==> src/rtl/acc_exec_core_pkg.sv <==
// Shared constants for the accumulator CPU execution core: opcodes, ALU ops, datapath width.
package acc_exec_core_pkg;

  localparam int DW = 8;

  localparam logic [2:0] OP_ADD = 3'b000;
  localparam logic [2:0] OP_SUB = 3'b001;
  localparam logic [2:0] OP_SLT = 3'b010;
  localparam logic [2:0] OP_LW  = 3'b011;
  localparam logic [2:0] OP_SW  = 3'b100;
  localparam logic [2:0] OP_LI  = 3'b101;
  localparam logic [2:0] OP_LA  = 3'b110;
  localparam logic [2:0] OP_JAL = 3'b111;

  localparam logic [1:0] ALU_ADD  = 2'b00;
  localparam logic [1:0] ALU_SUB  = 2'b01;
  localparam logic [1:0] ALU_SLT  = 2'b10;
  localparam logic [1:0] ALU_LINK = 2'b11;

  function automatic logic [DW-1:0] sign_ext_imm(input logic [4:0] imm5);
    return {{(DW-5){imm5[4]}}, imm5};
  endfunction

endpackage

==> src/rtl/acc_exec_core_if.sv <==
// Datapath bundle between the execution core and the surrounding latches, PC, memory and register file.
interface acc_exec_core_if;
  import acc_exec_core_pkg::*;

  logic [DW-1:0] instr;
  logic [DW-1:0] reg_rd;
  logic [DW-1:0] reg_buf;
  logic [DW-1:0] pc_addr;
  logic [DW-1:0] alu_out;
  logic [DW-1:0] acc_out;
  logic [4:0]    imm;
  logic [1:0]    cntr_alu;
  logic          reg_we;
  logic          mem_we;
  logic          brnch;
  logic          alu_sc;
  logic          lw;
  logic          acc_we;
  logic          acc_sc;
  logic          mem_sc;

  modport master (
    output instr, reg_rd, reg_buf, pc_addr,
    input  alu_out, acc_out, imm, cntr_alu,
    input  reg_we, mem_we, brnch, alu_sc, lw, acc_we, acc_sc, mem_sc
  );

  modport slave (
    input  instr, reg_rd, reg_buf, pc_addr,
    output alu_out, acc_out, imm, cntr_alu,
    output reg_we, mem_we, brnch, alu_sc, lw, acc_we, acc_sc, mem_sc
  );

endinterface

==> src/rtl/acc_exec_alu.sv <==
// Combinational ALU: add/sub modulo 256, signed set-less-than, and pc+1 link value.
module acc_exec_alu
  import acc_exec_core_pkg::*;
(
  input  logic [1:0]    op,
  input  logic [DW-1:0] a,
  input  logic [DW-1:0] b,
  input  logic [DW-1:0] pc,
  output logic [DW-1:0] result
);

  always_comb begin
    result = '0;
    unique case (op)
      ALU_ADD:  result = a + b;
      ALU_SUB:  result = a - b;
      ALU_SLT:  result = ($signed(a) < $signed(b)) ? {{(DW-1){1'b0}}, 1'b1} : '0;
      ALU_LINK: result = pc + {{(DW-1){1'b0}}, 1'b1};
      default:  result = '0;
    endcase
  end

endmodule

==> src/rtl/acc_exec_core.sv <==
// Execution core: opcode decoder, accumulator with source mux, and the ALU instance.
module acc_exec_core
  import acc_exec_core_pkg::*;
(
  input  logic         clk,
  input  logic         reset,
  acc_exec_core_if.slave bus
);

  logic [2:0]    opcode;
  logic [4:0]    imm5;
  logic [1:0]    cntr;
  logic          reg_we_dec, mem_we_dec, brnch_dec, acc_we_dec;
  logic          alu_sc_dec, lw_dec, acc_sc_dec, mem_sc_dec;
  logic [DW-1:0] acc_q;
  logic [DW-1:0] acc_src;
  logic [DW-1:0] alu_res;

  assign opcode = bus.instr[7:5];
  assign imm5   = bus.instr[4:0];

  always_comb begin
    cntr       = ALU_ADD;
    reg_we_dec = 1'b0;
    mem_we_dec = 1'b0;
    brnch_dec  = 1'b0;
    alu_sc_dec = 1'b0;
    lw_dec     = 1'b0;
    acc_we_dec = 1'b0;
    acc_sc_dec = 1'b0;
    mem_sc_dec = 1'b0;
    unique case (opcode)
      OP_ADD: begin cntr = ALU_ADD; alu_sc_dec = 1'b1; reg_we_dec = 1'b1; end
      OP_SUB: begin cntr = ALU_SUB; alu_sc_dec = 1'b1; reg_we_dec = 1'b1; end
      OP_SLT: begin cntr = ALU_SLT; alu_sc_dec = 1'b1; reg_we_dec = 1'b1; end
      OP_LW:  begin mem_sc_dec = 1'b1; lw_dec = 1'b1; reg_we_dec = 1'b1; end
      OP_SW:  begin mem_sc_dec = 1'b1; mem_we_dec = 1'b1; end
      OP_LI:  begin acc_we_dec = 1'b1; acc_sc_dec = 1'b1; end
      OP_LA:  begin acc_we_dec = 1'b1; end
      OP_JAL: begin cntr = ALU_LINK; brnch_dec = 1'b1; reg_we_dec = 1'b1; end
      default: ;
    endcase
  end

  // Only state-changing strobes are suppressed in reset; selects keep decoding.
  assign bus.reg_we   = reg_we_dec & ~reset;
  assign bus.mem_we   = mem_we_dec & ~reset;
  assign bus.brnch    = brnch_dec  & ~reset;
  assign bus.acc_we   = acc_we_dec & ~reset;
  assign bus.alu_sc   = alu_sc_dec;
  assign bus.lw       = lw_dec;
  assign bus.acc_sc   = acc_sc_dec;
  assign bus.mem_sc   = mem_sc_dec;
  assign bus.cntr_alu = cntr;
  assign bus.imm      = imm5;

  assign acc_src = acc_sc_dec ? sign_ext_imm(imm5) : bus.reg_rd;

  always_ff @(posedge clk) begin
    if (reset)
      acc_q <= '0;
    else if (acc_we_dec)
      acc_q <= acc_src;
  end

  assign bus.acc_out = acc_q;

  acc_exec_alu u_alu (
    .op     (cntr),
    .a      (acc_q),
    .b      (bus.reg_buf),
    .pc     (bus.pc_addr),
    .result (alu_res)
  );

  assign bus.alu_out = alu_res;

endmodule

==> src/flat_wrapper.sv <==
// flat-port wrapper written by rule: the top's interface ports become plain ports
module acc_exec_core_flat import acc_exec_core_pkg::*;
  (clk, reset, bus_instr, bus_reg_rd, bus_reg_buf, bus_pc_addr, bus_alu_out, bus_acc_out, bus_imm, bus_cntr_alu, bus_reg_we, bus_mem_we, bus_brnch, bus_alu_sc, bus_lw, bus_acc_we, bus_acc_sc, bus_mem_sc);
  acc_exec_core_if bus_i ();
  input  logic clk;
  input  logic reset;
  input wire logic [$bits(bus_i.instr)-1:0] bus_instr;
  input wire logic [$bits(bus_i.reg_rd)-1:0] bus_reg_rd;
  input wire logic [$bits(bus_i.reg_buf)-1:0] bus_reg_buf;
  input wire logic [$bits(bus_i.pc_addr)-1:0] bus_pc_addr;
  output wire logic [$bits(bus_i.alu_out)-1:0] bus_alu_out;
  output wire logic [$bits(bus_i.acc_out)-1:0] bus_acc_out;
  output wire logic [$bits(bus_i.imm)-1:0] bus_imm;
  output wire logic [$bits(bus_i.cntr_alu)-1:0] bus_cntr_alu;
  output wire logic [$bits(bus_i.reg_we)-1:0] bus_reg_we;
  output wire logic [$bits(bus_i.mem_we)-1:0] bus_mem_we;
  output wire logic [$bits(bus_i.brnch)-1:0] bus_brnch;
  output wire logic [$bits(bus_i.alu_sc)-1:0] bus_alu_sc;
  output wire logic [$bits(bus_i.lw)-1:0] bus_lw;
  output wire logic [$bits(bus_i.acc_we)-1:0] bus_acc_we;
  output wire logic [$bits(bus_i.acc_sc)-1:0] bus_acc_sc;
  output wire logic [$bits(bus_i.mem_sc)-1:0] bus_mem_sc;
  assign bus_i.instr = bus_instr;
  assign bus_i.reg_rd = bus_reg_rd;
  assign bus_i.reg_buf = bus_reg_buf;
  assign bus_i.pc_addr = bus_pc_addr;
  assign bus_alu_out = bus_i.alu_out;
  assign bus_acc_out = bus_i.acc_out;
  assign bus_imm = bus_i.imm;
  assign bus_cntr_alu = bus_i.cntr_alu;
  assign bus_reg_we = bus_i.reg_we;
  assign bus_mem_we = bus_i.mem_we;
  assign bus_brnch = bus_i.brnch;
  assign bus_alu_sc = bus_i.alu_sc;
  assign bus_lw = bus_i.lw;
  assign bus_acc_we = bus_i.acc_we;
  assign bus_acc_sc = bus_i.acc_sc;
  assign bus_mem_sc = bus_i.mem_sc;
  acc_exec_core u_core (.clk(clk), .reset(reset), .bus(bus_i));
endmodule
==> config.mk <==
export PLATFORM = sky130hd
export DESIGN_NAME = acc_exec_core_flat
export DESIGN_NICKNAME = d
export VERILOG_FILES = /design/src/rtl/acc_exec_core_pkg.sv /design/src/rtl/acc_exec_core_if.sv /design/src/rtl/acc_exec_alu.sv /design/src/rtl/acc_exec_core.sv /design/src/flat_wrapper.sv
export SDC_FILE = /design/constraint.sdc
export NUM_CORES = 1
export LEC_CHECK = 0
export BUFFER_PORTS_ARGS = -buffer_cell sky130_fd_sc_hd__clkbuf_2
export CORE_ASPECT_RATIO = 1.75
export CORE_MARGIN = 1
export CORE_UTILIZATION = 51
export DETAILED_ROUTE_END_ITERATION = 10
export HOLD_SLACK_MARGIN = 0.05
export PLACE_DENSITY = 0.85
export RECOVER_POWER = 50
export REMOVE_ABC_BUFFERS = 1
export SYNTH_ARGS = -nofsm -noshare
export SYNTH_HDL_FRONTEND = slang
export SYNTH_SLANG_ARGS = --single-unit
==> constraint.sdc <==
create_clock -name clk -period 4.33 [get_ports clk]
set_clock_uncertainty 0.15 [all_clocks]
set_input_delay 0.866 -clock clk [delete_from_list [all_inputs] [get_ports clk]]
set_output_delay 0.866 -clock clk [all_outputs]
set_load 0.05 [all_outputs]
==> impl_metrics.ini <==
[logic_synthesis]
ys_ff_latch = 8
synth_area_leader_cell = ha_1
synth_area_leaders = ha_1 14%, dfxtp_1 11%, nand2_1 5.3%
synth_edf_count = 0
ys_warn_count = 0
synthCells = 192
synthFlopType = dfxtp_1
avgSynthCellArea_um2 = 7.32
syn_area_um2 = 1410
ys_seq_area_share_pct = 11.4
synth.distinct_cells = 49
async_flop_share_pct = 0
netlist.area_leader.share_pct = 14.2

[power_and_ir_drop]
total_power_mw = 0.475
ir_drop_v = 0.000201
powerDensity_nw_per_um2 = 278
p_leak_nw = 0.897

[setup_path]
reg2reg_to = u_core.bus.acc_out[1]$_SDFFE_PP0N_
critPathCapture = bus_alu_out[6]
r2r_start = u_core.bus.acc_out[1]$_SDFFE_PP0N_
cp-end-kind = primary output
worstSetupPathType = input pin to primary output
rrSetupSlack_ps = 3340
critPathArrivalTime_ps = 2910
cp_max_fo = 3
reg2reg_depth = 2
crit_start = bus_reg_buf[0]
cp.required_ps = 3310
crit_path_start_kind = input pin

[floorplanning]
die-width_um = 41.7
io_pins = 65
rows = 24
dieHeight_um = 71.4
core_region_area_um2 = 2550
initial_core_util_pct = 55.0
die_area_um2 = 2980

[global_route]
grt-ovfl-total = 0
grt_start_max_net_pins = 20
grtUsageTotal_pct = 25.8
grt_pass1_wl_um = 6130
antenna_found_initial = 0
first_global_vias = 1493

[route]
via_per_inst = 5.78
routed_wire_length_per_instance_um = 13.0
antenna_left = 0
drt-initial-drc-count = 22
firstDrtPassIters = 4
wl_um = 3540
dr_total_vias = 1577
route.detailed.drc = 0

[clock_tree]
ctsLongestPathBuffers = 2
ctsResizeCount = 0
cts_tree = yes
htree_levels = 1
postCtsSetupBuffers = 0
holdBufCountCts = 0
insertion_delay_ps = 230
cts-root-buf = clkbuf_8
clk_pin_slew_ps = 40
numCtsBuffers = 3
cts.sinks = 8

[min_path]
hold_class = flop to flop
hold_start = u_core.bus.acc_out[7]$_SDFFE_PP0N_

[status]
status = completed

[final_layout]
largest_reg_flops = 8
syn_to_final_growth_pct = 21.7
drive_above_1_share_pct = 26.7
fin_area_um2 = 1710
num-nets-final = 301
antenna_cells = 0
post-route-util_pct = 67.0

[placed_design]
post-place-ws_ps = 402
placed_cell_area_um2 = 1690
io_buffer_count = 64
dpl.hpwl_um = 2980
finalWeightedCongestion = 0.783

[sta]
final_hold_viol_count = 0
fmax_mhz = 255
period_minus_slack_ps = 3930
worstMarginPinSlew_ps = 619
period_share_pct = 90.7
grt_setup_unrepaired = false
worst_slack_ps = 404
slew_headroom_pct = 58.8
setup_viol = 0
drv_slew = 0
fin_tns_setup_ps = 0

[run]
drv_cap = 0
## power breakdown
part	internal (mW)	switching (mW)	leakage [nW]
clock	0.0602	0.0294	0.0216
combinational	0.0927	0.205	0.809
sequential	0.0805	0.00677	0.0660
total	0.233	0.242	0.897
## placed cells by master, fill, tap and decap left out, types with 2 or more instances in the layout
cell type	Yosys	final
clkbuf_1	4	14
clkbuf_2	0	51
nand2_1	20	20
a311oi_1	4	4
o211ai_1	2	2
and3_1	4	4
nand2b_1	5	5
a211oi_1	4	4
o21a_1	2	2
o22ai_1	4	4
nor2b_1	4	4
ha_1	16	16
xor2_1	6	6
nor2_1	18	18
a211o_1	2	2
o221a_2	3	3
dfxtp_1	8	8
clkbuf_8	0	3
a21oi_1	13	13
a22oi_1	2	2
fa_1	2	2
nand3_1	6	6
o21ba_2	2	2
a221oi_1	3	3
a21o_1	4	4
mux2i_1	3	3
o221ai_1	2	2
inv_1	18	18
## worst max-delay path, cell delays in order
cell and delay, ps:
clkbuf_2 100, ha_1 160, inv_1 60, fa_1 420, o21bai_1 200, a21oi_1 130
o31a_2 310, o221a_2 230, o22ai_1 140, clkbuf_2 300
## routing by layer
layer  track usage [%]  share of wire, %  routed length (um)
met1              26.4                38                1330
met2              51.0                56                2000
met3              1.76               4.3                 153
met4              11.8               1.7                  59
met5                 0                 0                   0
## how the worst min path moves through the flow
stage | to | depth (start not counted)
5_1_grt | u_core.bus.acc_out[7]$_SDFFE_PP0N_ | 2
4_1_cts | u_core.bus.acc_out[7]$_SDFFE_PP0N_ | 2
3_3_place_gp | u_core.bus.acc_out[7]$_SDFFE_PP0N_ | 2
3_5_place_dp | u_core.bus.acc_out[7]$_SDFFE_PP0N_ | 2
6_report | u_core.bus.acc_out[7]$_SDFFE_PP0N_ | 2
2_1_floorplan | u_core.bus.acc_out[7]$_SDFFE_PP0N_ | 2
## metrics by stage
step / hold WS [ps] / std cells
after global routing: 406 / 273
after floorplan: 576 / 178
after CTS: 370 / 273
after detailed placement: 364 / 270
after global placement: 357 / 270
final: 364 / 273
## Yosys cell counts (all sizes together) (3+ instances only)
| cell type | instances |
|---|---|
| a21oi | 13 |
| nor2 | 18 |
| a211oi | 4 |
| and3 | 4 |
| ha | 16 |
| a21o | 4 |
| mux2i | 3 |
| o221a | 3 |
| dfxtp | 8 |
| o22ai | 4 |
| nand2 | 20 |
| a221oi | 4 |
| nor2b | 4 |
| a311oi | 4 |
| nand3 | 6 |
| nand2b | 5 |
| buf | 10 |
| clkbuf | 4 |
| xor2 | 6 |
| inv | 18 |
## final cells by class
cell class	count	area [um^2]
Multi-Input combinational cell	152	1090
Fill cell	251	842
Timing Repair Buffer	66	315
Sequential cell	8	160
Inverter	18	67.6
Clock buffer	3	41.3
Tap cell	26	32.5
## kinds of logic (layout without fill, tap and decap cells)
logic type / count (synthesis) / count (layout) / synth area share [%]
and+or+nand+nor: 65 / 65 / 22.1
xor gates and xnor gates: 7 / 7 / 4.36
buffers and inverters: 32 / 87 / 10.8
adders and majority gates: 18 / 18 / 17.1
muxes: 4 / 4 / 2.94
DFF: 8 / 8 / 11.4
AOI/OAI and AO/OA: 58 / 58 / 31.3
Power figures use the tool's default switching activity.
